## src/rtl/ps2_scancode_decoder.sv

```systemverilog
// Set-2 scan-code assembler (E0/F0/E1 sequences) feeding a small FWFT event FIFO.
// Optional build macro TYPEMATIC_FILTER_EN suppresses repeated makes of a held key.
module ps2_scancode_decoder #(
   parameter int unsigned FIFO_DEPTH  = 8,
   parameter int unsigned TIMEOUT_CYC = 2500000
) (
   input  logic                          clk,
   input  logic                          resetn,
   input  logic [7:0]                    rx_data,
   input  logic                          rx_valid,
   output logic                          ev_valid,
   input  logic                          ev_ready,
   output logic [7:0]                    ev_code,
   output logic                          ev_ext,
   output logic                          ev_break,
   output logic [$clog2(FIFO_DEPTH):0]   fifo_level,
   output logic                          overflow,
   input  logic                          ovf_clr,
   output logic                          seq_err,
   output logic [7:0]                    press_count
);

   localparam int unsigned AW = $clog2(FIFO_DEPTH);
   localparam int unsigned TW = (TIMEOUT_CYC > 2) ? $clog2(TIMEOUT_CYC) : 1;
   localparam logic [TW-1:0] TMO_LAST = TW'(TIMEOUT_CYC - 1);
   localparam logic [AW:0]   FULL_LVL = (AW + 1)'(FIFO_DEPTH);

   typedef enum logic [2:0] {StIdle, StE0, StF0, StE0F0, StPause} state_e;

   state_e        state_q, state_d;
   logic [2:0]    skip_q, skip_d;
   logic [TW-1:0] tmo_q;
   logic          req, req_ext, req_brk, suppress;
   logic [7:0]    req_code;
   logic          emit_q, emit_ext_q, emit_brk_q, seq_err_q;
   logic [7:0]    emit_code_q;

   always_comb begin
      state_d  = state_q;
      skip_d   = skip_q;
      req      = 1'b0;
      req_code = rx_data;
      req_ext  = 1'b0;
      req_brk  = 1'b0;
      unique case (state_q)
         StIdle: begin
            case (rx_data)
               8'hE0: state_d = StE0;
               8'hF0: state_d = StF0;
               8'hE1: begin
                  state_d = StPause;
                  skip_d  = 3'd7;
               end
               8'h00, 8'hAA, 8'hFA, 8'hFE, 8'hFF: state_d = StIdle;
               default: req = 1'b1;
            endcase
         end
         StE0: begin
            if (rx_data == 8'hF0) begin
               state_d = StE0F0;
            end else if (rx_data != 8'hE0) begin
               state_d = StIdle;
               // E0 12 is a fake shift and never becomes an event
               req     = (rx_data != 8'h12);
               req_ext = 1'b1;
            end
         end
         StF0: begin
            state_d = StIdle;
            req     = 1'b1;
            req_brk = 1'b1;
         end
         StE0F0: begin
            state_d = StIdle;
            req     = (rx_data != 8'h12);
            req_ext = 1'b1;
            req_brk = 1'b1;
         end
         StPause: begin
            skip_d = skip_q - 3'd1;
            if (skip_q == 3'd1) begin
               state_d  = StIdle;
               req      = 1'b1;
               req_code = 8'hE1;
            end
         end
         default: state_d = StIdle;
      endcase
   end

`ifdef TYPEMATIC_FILTER_EN
   logic       lm_valid_q, lm_ext_q, lm_match;
   logic [7:0] lm_code_q;

   assign lm_match = (lm_ext_q == req_ext) && (lm_code_q == req_code);
   assign suppress = req && !req_brk && lm_valid_q && lm_match;

   always_ff @(posedge clk or negedge resetn) begin
      if (!resetn) begin
         lm_valid_q <= 1'b0;
         lm_ext_q   <= 1'b0;
         lm_code_q  <= 8'h00;
      end else if (rx_valid && req) begin
         if (req_brk) begin
            if (lm_match) lm_valid_q <= 1'b0;
         end else if (!suppress) begin
            lm_valid_q <= 1'b1;
            lm_ext_q   <= req_ext;
            lm_code_q  <= req_code;
         end
      end
   end
`else
   assign suppress = 1'b0;
`endif

   always_ff @(posedge clk or negedge resetn) begin
      if (!resetn) begin
         state_q     <= StIdle;
         skip_q      <= 3'd0;
         tmo_q       <= '0;
         emit_q      <= 1'b0;
         emit_code_q <= 8'h00;
         emit_ext_q  <= 1'b0;
         emit_brk_q  <= 1'b0;
         seq_err_q   <= 1'b0;
      end else begin
         emit_q    <= 1'b0;
         seq_err_q <= 1'b0;
         if (rx_valid) begin
            state_q     <= state_d;
            skip_q      <= skip_d;
            tmo_q       <= '0;
            emit_q      <= req && !suppress;
            emit_code_q <= req_code;
            emit_ext_q  <= req_ext;
            emit_brk_q  <= req_brk;
         end else if (state_q != StIdle) begin
            if (tmo_q == TMO_LAST) begin
               state_q   <= StIdle;
               tmo_q     <= '0;
               seq_err_q <= 1'b1;
            end else begin
               tmo_q <= tmo_q + TW'(1);
            end
         end
      end
   end

   assign seq_err = seq_err_q;

   // Event FIFO: entry = {break, ext, code}
   logic [9:0]    mem_q [FIFO_DEPTH];
   logic [AW-1:0] wptr_q, rptr_q;
   logic [AW:0]   cnt_q, cnt_d;
   logic          ev_valid_q, overflow_q, full, pop, push_ok, drop;
   logic [7:0]    press_q;

   assign full    = (cnt_q == FULL_LVL);
   assign pop     = ev_valid_q && ev_ready;
   assign push_ok = emit_q && (!full || pop);
   assign drop    = emit_q && full && !pop;
   assign cnt_d   = cnt_q + (AW + 1)'(push_ok) - (AW + 1)'(pop);

   always_ff @(posedge clk or negedge resetn) begin
      if (!resetn) begin
         for (int i = 0; i < FIFO_DEPTH; i++) mem_q[i] <= '0;
         wptr_q     <= '0;
         rptr_q     <= '0;
         cnt_q      <= '0;
         ev_valid_q <= 1'b0;
         overflow_q <= 1'b0;
         press_q    <= 8'h00;
      end else begin
         if (push_ok) begin
            mem_q[wptr_q] <= {emit_brk_q, emit_ext_q, emit_code_q};
            wptr_q        <= wptr_q + AW'(1);
            if (!emit_brk_q) press_q <= press_q + 8'd1;
         end
         if (pop) rptr_q <= rptr_q + AW'(1);
         cnt_q      <= cnt_d;
         ev_valid_q <= (cnt_d != '0);
         if (drop)         overflow_q <= 1'b1;
         else if (ovf_clr) overflow_q <= 1'b0;
      end
   end

   assign ev_valid    = ev_valid_q;
   assign ev_code     = mem_q[rptr_q][7:0];
   assign ev_ext      = mem_q[rptr_q][8];
   assign ev_break    = mem_q[rptr_q][9];
   assign fifo_level  = cnt_q;
   assign overflow    = overflow_q;
   assign press_count = press_q;

endmodule
```

## config.mk

```make
export PLATFORM = sky130hd
export DESIGN_NAME = ps2_scancode_decoder
export DESIGN_NICKNAME = d
export VERILOG_FILES = /design/src/rtl/ps2_scancode_decoder.sv
export SDC_FILE = /design/constraint.sdc
export NUM_CORES = 1
export LEC_CHECK = 0
export ABC_AREA = 1
export CAP_MARGIN = 20
export CORE_ASPECT_RATIO = 1.75
export CORE_MARGIN = 5
export CORE_UTILIZATION = 50
export DETAILED_ROUTE_END_ITERATION = 10
export PLACE_DENSITY = 0.74
export SYNTH_ARGS = -nofsm -noshare
export SYNTH_HDL_FRONTEND = slang
export SYNTH_SLANG_ARGS = --single-unit
```

## constraint.sdc

```tcl
create_clock -name clk -period 4.55 [get_ports clk]
set_clock_uncertainty 0.2 [all_clocks]
set_input_delay 0.91 -clock clk [delete_from_list [all_inputs] [get_ports clk]]
set_output_delay 0.91 -clock clk [all_outputs]
set_load 0.01 [all_outputs]
```

==> impl_metrics.ini, run 1 <==
[clock_network]
cts_tree = built
insertion_delay_ps = 410
htreeDepth = 4
clock_sinks = 140
clk_path_buf_depth = 2
path_clk_slew_ps = 60
cts_buffers = 17
ctsHoldBuffers = 0
post-cts-setup-buffers = 0
clock-root-buffer = clkbuf_16
ctsResizeCount = 0

[power_and_ir_drop]
vdd_ir_drop_max_v = 0.000262
share_seq_of_total_power_pct = 37.3
p_leak_nw = 3.82
p_sw_share_pct = 37.4
pwr-share-comb_pct = 37.0
cellPowerDensity_nw_per_um2 = 650
finalPower_mw = 5.33
switchingPower_mw = 1.99
internal_power_mw = 3.34
p_clk_share_pct = 25.7

[yosys]
synthesis.area_um2 = 7070
synth_ff_type = dfrtp_1
yosysUniqueCellTypes = 43
synth-edff-count = 0
synth_warnings = 0
synth_cells = 871
avgSynthCellArea_um2 = 8.12
ys_seq_area_share_pct = 49.6
syn_nets = 896
synth_async_sr_flop_share_pct = 100
synth-seq-cells = 140

[floorplanning]
fp.coreArea_um2 = 13900
die-area_um2 = 16700
initial_core_util_pct = 50.8
die_w_um = 99.9
die_h_um = 167
fp-row-count = 57
ioPinCount = 38

[worst_setup_path]
reg2reg_depth = 7
cp.arrival_ps = 2690
cp.required_ps = 3440
cp-start-kind = register
crit_path_cell_trace = o21ai_0 -> o32ai_1 -> nand2_1 -> nand2_1 -> clkdlybuf4s50_1
critPathKind = reg2out
slowest_delay_ps = 1010
r2r-start = fifo_level[2]
slowest_stage = dfrtp_1
critical-path-top-cell-by-count = nand2_1
r2r_end = mem_q[79]
cp-end-kind = primary output
worstPathMaxFanout = 32
reg2reg_slack_ps = 2170
path_buf_inv = 1
critPathTopFamily = flip-flops

[min_path]
min_from = mem_q[14]
hp-class = reg2reg
min_to = mem_q[14]
holdPathStages = 2

[final_layout]
drive_above_1_share_pct = 8.92
fin_nets = 931
antenna_cells = 0
final_area_um2 = 8200
n_fill_cell = 1273
fin_util_pct = 58.9
final_common_cell = nand2_1
area.growth.synth_to_final_pct = 15.9
final_cell_mix = 216 x nand2_1, 140 x dfrtp_1, 123 x nor2_1

[route]
ant_nets = 0
drt_iter0_markers = 268
wl_per_cell_um = 15.5
drt-total-wl_mm = 17.0
vias = 5927
vias_per_cell = 5.41
first_pass_iters = 5
drc = 0

[sta]
setup_tns_ps = 0
final-hold-violation-count = 0
fmax_ghz = 0.263
fin_ws_ps = 751
tightest_slew_ps = 1020
slew_headroom_pct = 32.1
post-route-min-period_ps = 3800
post-route-period-util_pct = 83.5
setup_viol_count_final = 0
rsz0062_at_grt = no
slew_viol_final = 0

[placement]
post-place-ws_ps = 1230
hpwl_mm = 12.0
place_area_um2 = 7610
place.gp.congestion = 0.921
port_buffers = 37

[run_status]
status = complete, no violations

[global_route]
antenna_found_initial = 0
track_usage_pct = 21.4
grt_pass1_vias = 5835
grt_max_degree = 74
grt_pass1_wl_mm = 28.3
grt_overflow_total = 0

[job]
maxCapViolCount = 0
[worst reg2reg max path: cells and delay by family, from the launching register on]
kind / cells / cell delay (ps)
flops: 1 / 340
buf+inv: 2 / 200
compound gates: 1 / 440
simple gates: 3 / 890
fa+ha+maj: 1 / 200
[layer usage]
metal  routed length, µm  global-route usage [%]  vias up
li1                    -                       -     2931
met3                 678                    4.08       57
met5                   0                       0        -
met2                9240                    38.6      147
met4                 689                    10.9        0
met1                6340                    23.3     2792
[power groups by stage]
stage               sequential (mW)  clock [mW]  combinational (mW)
floorplan                      1.91           0                1.32
global placement               1.99           0                1.93
detailed placement             2.00           0                1.98
CTS                            1.99        1.40                2.00
global route                   2.04        1.45                2.22
finish                         1.99        1.37                1.97
[synth_stat cells, types with 2 or more instances]
cell      instances  area [µm²]
xor2_1           12         105
dfrtp_1         140        3500
o22ai_1           2        12.5
nor3_1           16        80.1
nand3_1          27         135
buf_2            18        90.1
a31oi_1           3        18.8
o21ai_1          54         270
xnor2_1           5        43.8
a21oi_1          17        85.1
nand2_1         216         811
clkbuf_1         14        52.6
nand3_2           3        30.0
inv_1            65         244
o32ai_1          20         175
ha_1             11         138
inv_2             4        15.0
o21ai_0          64         320
nand2_4           2        22.5
nor2_1          123         462
nor2_4            5        56.3
nand4_1          16         100
nor3_2            2        20.0
nand2_2           7        43.8
and3_1            2        12.5
nor2_2            4        25.0
buf_6             3        33.8
[worst max path at each step]
| stage | from | endpoint | cells after the start |
|---|---|---|---|
| after floorplan | ev_ready | ev_valid | 11 |
| after global placement | rptr_q[1] | ev_code[2] | 6 |
| after detailed placement | ev_ready | mem_q[78] | 7 |
| after CTS | rptr_q[1] | ev_ext | 5 |
| after global routing | rptr_q[1] | ev_code[0] | 6 |
| final | rptr_q[1] | ev_ext | 5 |
[flip-flops by register name (all words and copies together), names as in the netlist]
signal and count:
mem_q 80, tmo_q 22, emit_code_q 8, press_count 8, fifo_level 4, rptr_q 3, skip_q 3, state_q 3
wptr_q 3, emit_brk_q 1, emit_ext_q 1, emit_q 1, ev_valid 1, overflow 1, seq_err 1
[metrics by stage]
step | hold slack [ps] | cells
CTS | 287 | 1096
finish | 282 | 1096
global placement | 266 | 1064
global route | 311 | 1096
floorplan | 253 | 871
detailed placement | 273 | 1064
[layout make-up]
| class | instances | area, µm² | area share [%] |
|---|---|---|---|
| flip-flops and latches | 140 | 3500 | 42.7 |
| multi-input cells | 623 | 3100 | 37.9 |
| repair buffers | 53 | 504 | 6.15 |
| clock buffers | 18 | 429 | 5.24 |
| inverters | 71 | 274 | 3.34 |
| well taps | 177 | 221 | 2.70 |
| clock inverters | 14 | 159 | 1.94 |
[cells by family after synthesis]
group / synth area share (%)
compound gates: 12.9
xor+xnor: 2.11
fa+ha+maj: 2.23
buf+inv: 6.53
flops: 49.6
mux: 0.159
simple gates: 26.5
Power figures use the tool's default switching activity.
==> inputs of run 2 (changes only) <==
--- a/config.mk
+++ b/config.mk
@@ -11,7 +11,7 @@
 export CORE_MARGIN = 5
 export CORE_UTILIZATION = 50
 export DETAILED_ROUTE_END_ITERATION = 10
-export PLACE_DENSITY = 0.74
+export PLACE_DENSITY = 0.77
 export SYNTH_ARGS = -nofsm -noshare
 export SYNTH_HDL_FRONTEND = slang
 export SYNTH_SLANG_ARGS = --single-unit
==> constraint.sdc (replaced) <==
create_clock -name clk -period 3.14 [get_ports clk]
set_clock_uncertainty 0.2 [all_clocks]
set_input_delay 0.628 -clock clk [delete_from_list [all_inputs] [get_ports clk]]
set_output_delay 0.628 -clock clk [all_outputs]
set_load 0.01 [all_outputs]
==> run 2 against run 1 <==
Against the previous run: first-iteration DRC count is 20% higher; die area stayed put; final cell count is 0.27% higher; worst setup slack worse by 630 ps; clock power is 36% higher; utilization grew 0.20 points; via count increased by 1.1%; highest routed layer unchanged; sequential share of layout area shrank 0.13 points; the flow now finishes with violations (negative hold slack); largest power group is now combinational logic; combinational power up 52%.
==> impl_metrics.ini, run 2 (synthesis gave the netlist of run 1 again) <==
[sta]
setup_viol_count_final = 0
rsz0062_at_grt = no
fmax_ghz = 0.332
post-route-min-period_ps = 3020
slew_viol_final = 0
final-hold-violation-count = 15
setup_tns_ps = 0
fin_ws_ps = 124
holdWs_ps = -18.9
slew_headroom_pct = 60.9
tightest_slew_ps = 587
post-route-period-util_pct = 96.0

[route]
first_pass_iters = 7
wl_per_cell_um = 15.6
drt-total-wl_mm = 17.1
vias = 5994
ant_nets = 0
vias_per_cell = 5.45
drt_iter0_markers = 322
drc = 0

[global_route]
track_usage_pct = 21.8
grt_pass1_vias = 6024
grt_max_degree = 64
antenna_found_initial = 0
grt_pass1_wl_mm = 29.2
grt_overflow_total = 0

[worst_setup_path]
worstPathMaxFanout = 29
cp.arrival_ps = 2190
cp.required_ps = 2310
slowest_stage = clkdlybuf4s50_1
cp-end-kind = primary output
reg2reg_slack_ps = 800
r2r_end = ev_valid
crit_path_cell_trace = inv_2 -> buf_12 -> nor2_1 -> o32ai_1 -> nand2_1 -> nand2_1 -> clkdlybuf4s50_1
slowest_delay_ps = 530
r2r-start = fifo_level[2]
critPathKind = reg2out
cp-start-kind = register
critical-path-top-cell-by-count = nand2_1
reg2reg_depth = 12

[final_layout]
largest_register_ffs = 80
final_cell_mix = 216 x nand2_1, 139 x dfrtp_1, 123 x nor2_1
fin_util_pct = 59.1
drive_above_1_share_pct = 9.76
area.growth.synth_to_final_pct = 16.3
fin_nets = 934
final_common_cell = nand2_1
reg.largest.list = mem_q: 80 flops, tmo_q: 22 flops
antenna_cells = 0
n_fill_cell = 1242
regMostFlops = mem_q

[clock_network]
ctsResizeCount = 3
htreeDepth = 4
cts_buffers = 17
cts_tree = built
clock-root-buffer = clkbuf_16
clk_path_buf_depth = 2
post-cts-setup-buffers = 0
ctsHoldBuffers = 0
clock_sinks = 140
insertion_delay_ps = 420
path_clk_slew_ps = 60

[power_and_ir_drop]
finalPower_mw = 7.68
cellPowerDensity_nw_per_um2 = 934
p_leak_nw = 3.83
vdd_ir_drop_max_v = 0.000409

[placement]
hpwl_mm = 12.2
place.gp.congestion = 0.955
post-place-ws_ps = 165
port_buffers = 37

[floorplanning]
ioPinCount = 38
fp-row-count = 57
initial_core_util_pct = 50.8
fp.coreArea_um2 = 13900
die_h_um = 167
die-area_um2 = 16700
die_w_um = 99.9

[run_status]
status = complete, but fails checks
violations = negative hold slack

[job]
maxCapViolCount = 0

[min_path]
hp-class = in2async
run 2: how the worst max path moves through the flow:
stage,cells past startpoint,from,to
2_1_floorplan,11,ev_ready,ev_valid
3_3_place_gp,12,ev_ready,ev_valid
3_5_place_dp,12,ev_ready,ev_valid
4_1_cts,7,rptr_q[0],ev_code[1]
5_1_grt,7,rptr_q[0],ev_code[4]
6_report,7,rptr_q[0],ev_code[7]
run 2: area by class of cell:
cell class	count	area, µm²	area share (%)
flip-flops and latches	140	3500	42.6
multi-input cells	623	3120	37.9
repair buffers	56	549	6.68
clock buffers	17	425	5.17
inverters	71	274	3.33
well taps	177	221	2.69
clock inverters	15	129	1.57
run 2: through the flow:
stage / instance area [µm²] / cells
after floorplan: 7070 / 871
after global placement: 7640 / 1067
after detailed placement: 7640 / 1067
after CTS: 8220 / 1099
after global routing: 8220 / 1099
final: 8220 / 1099
run 2: power by group:
group	internal (mW)	switching, mW	leakage [nW]
Clock	1.03	0.836	0.260
Combinational	1.28	1.71	1.78
Sequential	2.41	0.410	1.79
Total	4.73	2.96	3.83
run 2: layer usage:
metal	track usage (%)	part of all wire, %	up-vias
li1	-	-	2940
met1	24.1	37	2841
met2	39.5	55	171
met3	3.91	4.5	42
met4	10.1	3.3	0
met5	0	0	-
run 2: critical path, delay by kind of cell, from the launching register on:
| family | cells | cell delay [ps] |
|---|---|---|
| and+or+nand+nor | 3 | 230 |
| buffers and inverters | 3 | 810 |
| AOI/OAI and AO/OA | 1 | 260 |
| DFF | 1 | 450 |
